<file path="src/rtl/mult_bcd_conv.sv">
// Sequential shift-add-3 (double-dabble) binary-to-BCD converter for the multiplier product.
// Optional macro MULT_BCD_SEG7_EN adds an active-low seven-segment decode of bcd_out.
module mult_bcd_conv #(
  parameter int WIDTH  = 8,
  parameter int DIGITS = 3
) (
  input  logic                  clk,
  input  logic                  rst,
  input  logic                  start,
  input  logic [WIDTH-1:0]      bin_in,
  output logic                  busy,
  output logic                  done,
  output logic [4*DIGITS-1:0]   bcd_out
`ifdef MULT_BCD_SEG7_EN
  ,
  output logic [7*DIGITS-1:0]   seg_out
`endif
);

  localparam int CW = $clog2(WIDTH + 1);

  typedef enum logic [1:0] {
    S_IDLE,
    S_SHIFT,
    S_DONE
  } state_e;

  state_e                state_q, state_d;
  logic [WIDTH-1:0]      bin_q, bin_d;
  logic [4*DIGITS-1:0]   scratch_q, scratch_d;
  logic [4*DIGITS-1:0]   bcd_q, bcd_d;
  logic [CW-1:0]         count_q, count_d;
  logic                  done_q, done_d;
  logic [4*DIGITS-1:0]   adjusted;

  // Each digit that would reach 10 or more after the coming doubling is pre-corrected by +3.
  function automatic logic [4*DIGITS-1:0] add3(input logic [4*DIGITS-1:0] s);
    logic [4*DIGITS-1:0] r;
    r = s;
    for (int k = 0; k < DIGITS; k++) begin
      if (s[4*k +: 4] >= 4'd5) r[4*k +: 4] = s[4*k +: 4] + 4'd3;
    end
    return r;
  endfunction

  assign adjusted = add3(scratch_q);

  // State register and datapath registers.
  // NOTE: sequential state uses non-blocking (<=) so every register samples pre-edge values.
  always_ff @(posedge clk) begin
    if (rst) begin
      state_q   <= S_IDLE;
      bin_q     <= '0;
      scratch_q <= '0;
      bcd_q     <= '0;
      count_q   <= '0;
      done_q    <= 1'b0;
    end else begin
      state_q   <= state_d;
      bin_q     <= bin_d;
      scratch_q <= scratch_d;
      bcd_q     <= bcd_d;
      count_q   <= count_d;
      done_q    <= done_d;
    end
  end

  // Next-state logic.
  always_comb begin
    // NOTE: a default for every comb-assigned signal up front prevents inferred latches.
    state_d = state_q;
    unique case (state_q)
      S_IDLE:  if (start) state_d = S_SHIFT;
      S_SHIFT: if (count_q == CW'(1)) state_d = S_DONE;
      S_DONE:  state_d = S_IDLE;
      default: state_d = S_IDLE;
    endcase
  end

  // Datapath next values, steered by the current state.
  always_comb begin
    bin_d     = bin_q;
    scratch_d = scratch_q;
    bcd_d     = bcd_q;
    count_d   = count_q;
    done_d    = 1'b0;
    unique case (state_q)
      S_IDLE: begin
        if (start) begin
          bin_d     = bin_in;
          scratch_d = '0;
          count_d   = CW'(WIDTH);
        end
      end
      S_SHIFT: begin
        scratch_d = {adjusted[4*DIGITS-2:0], bin_q[WIDTH-1]};
        bin_d     = {bin_q[WIDTH-2:0], 1'b0};
        count_d   = count_q - CW'(1);
      end
      S_DONE: begin
        bcd_d  = scratch_q;
        done_d = 1'b1;
      end
      default: ;
    endcase
  end

  // Outputs; a start arriving in the done cycle is accepted because busy has already dropped.
  always_comb begin
    busy    = (state_q != S_IDLE);
    done    = done_q;
    bcd_out = bcd_q;
  end

`ifdef MULT_BCD_SEG7_EN
  // Active-low {g,f,e,d,c,b,a}; codes 10..15 blank the digit.
  function automatic logic [6:0] seg7(input logic [3:0] d);
    logic [6:0] p;
    unique case (d)
      4'd0:    p = 7'b1000000;
      4'd1:    p = 7'b1111001;
      4'd2:    p = 7'b0100100;
      4'd3:    p = 7'b0110000;
      4'd4:    p = 7'b0011001;
      4'd5:    p = 7'b0010010;
      4'd6:    p = 7'b0000010;
      4'd7:    p = 7'b1111000;
      4'd8:    p = 7'b0000000;
      4'd9:    p = 7'b0010000;
      default: p = 7'b1111111;
    endcase
    return p;
  endfunction

  always_comb begin
    seg_out = '1;
    for (int k = 0; k < DIGITS; k++) begin
      seg_out[7*k +: 7] = seg7(bcd_q[4*k +: 4]);
    end
  end
`endif

endmodule

</file>
<file path="config.mk">
export PLATFORM = sky130hd
export DESIGN_NAME = mult_bcd_conv
export DESIGN_NICKNAME = d
export VERILOG_FILES = /design/src/rtl/mult_bcd_conv.sv
export SDC_FILE = /design/constraint.sdc
export NUM_CORES = 1
export LEC_CHECK = 0
export BUFFER_PORTS_ARGS = -buffer_cell sky130_fd_sc_hd__buf_4
export CAP_MARGIN = 5
export CORE_MARGIN = 1
export CORE_UTILIZATION = 55
export DETAILED_ROUTE_END_ITERATION = 10
export GPL_TIMING_DRIVEN = 0
export PLACE_DENSITY = 0.79
export SLEW_MARGIN = 30
export SYNTH_ARGS = -nofsm -noshare
export SYNTH_HDL_FRONTEND = slang
export SYNTH_SLANG_ARGS = --single-unit
</file>
<file path="constraint.sdc">
create_clock -name clk -period 2.9 [get_ports clk]
set_input_delay 0.87 -clock clk [delete_from_list [all_inputs] [get_ports clk]]
set_output_delay 0.87 -clock clk [all_outputs]
set_load 0.02 [all_outputs]
</file>
==> results_dict.tcl <==
set metrics [dict create \
    status "finished, final reports clean" \
    ant_nets 0 \
    cts_root_buf "clkbuf_4" \
    ctsHoldBuffers 0 \
    synth_edf_count 0 \
    tightest_slew_ns 0.533 \
    fin_crit_sh 0.772 \
    finalWeightedCongestion 0.791 \
    crit_type "reg -> out" \
    cts_sinks 39 \
    ff2ff_path_depth 6 \
    place_hpwl_mm 2.61 \
    cts_htree_levels 2 \
    yosys-top-cells-count "dfxtp_1, a21oi_1, nor2_1" \
    cp-start-kind "flop" \
    arrival_ns 1.37 \
    place_area_sq_mm 0.00204 \
    layout_min_cycle_time_ns 2.24 \
    crit_required_ns 2.03 \
    grt_pass1_vias 1442 \
    antenna_found_initial 0 \
    maxSlewViolCount 0 \
    drt_wl_total_mm 3.70 \
    syn_area_sq_mm 0.00182 \
    peakVddDrop_v 0.000281 \
    rrSetupSlack_ns 1.45 \
    max_freq_mhz 447 \
    hold_class "reg -> reg" \
    drc 0 \
    place.port_buffers 23 \
    grt_setup_unrepaired "false" \
    synth_top_area_frac 0.430 \
    synth-seq-cells 39 \
    core_sq_mm 0.00310 \
    clk_pin_slew_worst_paths_ns 0.11 \
    nNetsFinal 267 \
    async_reset_ff_frac 0 \
    yosys.area.top_type "dfxtp_1" \
    num_vias 1558 \
    synth.area.top_cells "dfxtp_1, a21oi_1, nor2_1" \
    wl_per_cell_um 12.6 \
    cts.path.max_buffers 2 \
    finalHoldViolations 0 \
    overflow 0 \
    die_area_sq_mm 0.00353 \
    die_y_um 59.5 \
    drtPass1Iterations 5 \
    power.density_mw_per_mm2 461 \
    fin_setup_tns_ns 0 \
    leakagePower_nw 0.857 \
    synthCells 218 \
    cts_tree "built" \
    final_area_sq_mm 0.00210 \
    initial_core_util 0.585 \
    yosysSeqAreaShare 0.430 \
    worstSetupEndpointType "output pin" \
    ys_types 34 \
    grt_max_degree 13 \
    num_io_pins 25 \
    post_cts_buffers 0 \
    synth.most_common_cell "dfxtp_1" \
    area_growth_pct 15.5 \
    post_cts_resized 0 \
    crit_fanout 10 \
    cts_made_buffers 5 \
    diodes 0 \
    vias_per_cell 5.32 \
    die_w_um 59.5 \
    yosysWarningCount 0 \
    synth_ff_type "dfxtp_1" \
    finClkSkew_ns 0.0216 \
    maxCapViolCount 0 \
    rows 20 \
    setup_viol 0 \
    synthesis.nets 237 \
    syn_area_per_cell_sq_um 8.33 \
    drt_iter0_drc 68 \
    drive_gt1_frac 0.205 \
    clkLatencyLatePin_ns 0.37 \
    grt.total_usage 0.229 \
    min_path_cells 2 \
    relSlewSlack 0.645 \
    grt_pass1_wl_mm 6.02 \
]
## placed cells by master, fill, tap and decap left out, drive strengths merged
| cell | netlist | routed |
|---|---|---|
| a22oi | 4 | 4 |
| a311oi | 1 | 1 |
| o21ai | 8 | 8 |
| nand2b | 5 | 5 |
| inv | 14 | 14 |
| xor2 | 2 | 2 |
| mux2i | 3 | 3 |
| a2111oi | 2 | 2 |
| clkinv | 0 | 1 |
| o22ai | 3 | 3 |
| ha | 8 | 8 |
| a211oi | 1 | 1 |
| mux2 | 1 | 1 |
| a21oi | 30 | 30 |
| and3 | 1 | 1 |
| or2 | 2 | 2 |
| clkbuf | 4 | 10 |
| and2b | 1 | 1 |
| dfxtp | 39 | 39 |
| nand2 | 26 | 26 |
| a22o | 8 | 8 |
| buf | 8 | 31 |
| nor3 | 5 | 5 |
| nand3b | 1 | 1 |
| nor2 | 31 | 31 |
| clkinvlp | 0 | 1 |
| nand3 | 3 | 3 |
| o221a | 2 | 2 |
| nor2b | 2 | 2 |
| xnor2 | 3 | 3 |
## final timing paths
check,start,end
max,state_q[0],busy
min,bcd_out[2],bcd_out[2]
max reg2reg,scratch_q[9],scratch_q[10]
min reg2reg,bcd_out[2],bcd_out[2]
## registers in the layout, summed over array words and instances, names as in the netlist
register and cells:
bcd_out 12, bin_q 8, count_q 4, done 1
scratch_q 12, state_q 2
## cell type report
type                            instances  area, sq um
Multi-Input combinational cell        153          921
Tap cell                               44         55.1
Timing Repair Buffer                   23          173
Sequential cell                        39          781
Fill cell                             292         1010
Clock inverter                          2         12.5
Inverter                               14         52.6
Buffer                                 12         61.3
Clock buffer                            6         41.3
## cells by family after synthesis
group | synth area share
AO/OA/AOI/OAI | 0.216
flip-flops | 0.430
AND/OR/NAND/NOR | 0.190
adder cells (fa/ha/maj) | 0.0551
multiplexers | 0.0227
buffers and inverters | 0.0627
XOR/XNOR | 0.0241
## metal layers
layer	up-vias	global-route usage	routed length, um
li1	798	-	-
met1	725	0.282	1760
met2	27	0.377	1760
met3	8	0.0459	108
met4	0	0.119	64
met5	-	0	0
## worst max-delay path: stages, from the launching register on
cell and delay (ns):
dfxtp_1 0.36, buf_2 0.20, or2_2 0.31, buf_4 0.16
## where the power goes
group          switching, mW  total [mW]  internal, mW  leakage (nW)
Clock                  0.185       0.279        0.0936        0.0282
Combinational         0.0701       0.120        0.0499         0.511
Sequential            0.0147       0.569         0.554         0.317
Total                  0.270       0.967         0.697         0.857
## per-stage QoR
| stage | util | hold slack [ns] | power, mW | cells | setup slack (ns) |
|---|---|---|---|---|---|
| final | 0.676 | 0.460 | 0.967 | 293 | 0.662 |
| after global placement | 0.658 | 0.445 | 0.696 | 285 | 1.06 |
| after floorplan | - | 0.441 | 0.664 | 218 | 1.20 |
| after global routing | 0.676 | 0.479 | 1.01 | 293 | 0.614 |
| after CTS | 0.676 | 0.464 | 0.968 | 293 | 0.659 |
| after detailed placement | 0.658 | 0.448 | 0.700 | 285 | 1.04 |
No activity file was read; power rests on OpenSTA's default activity.
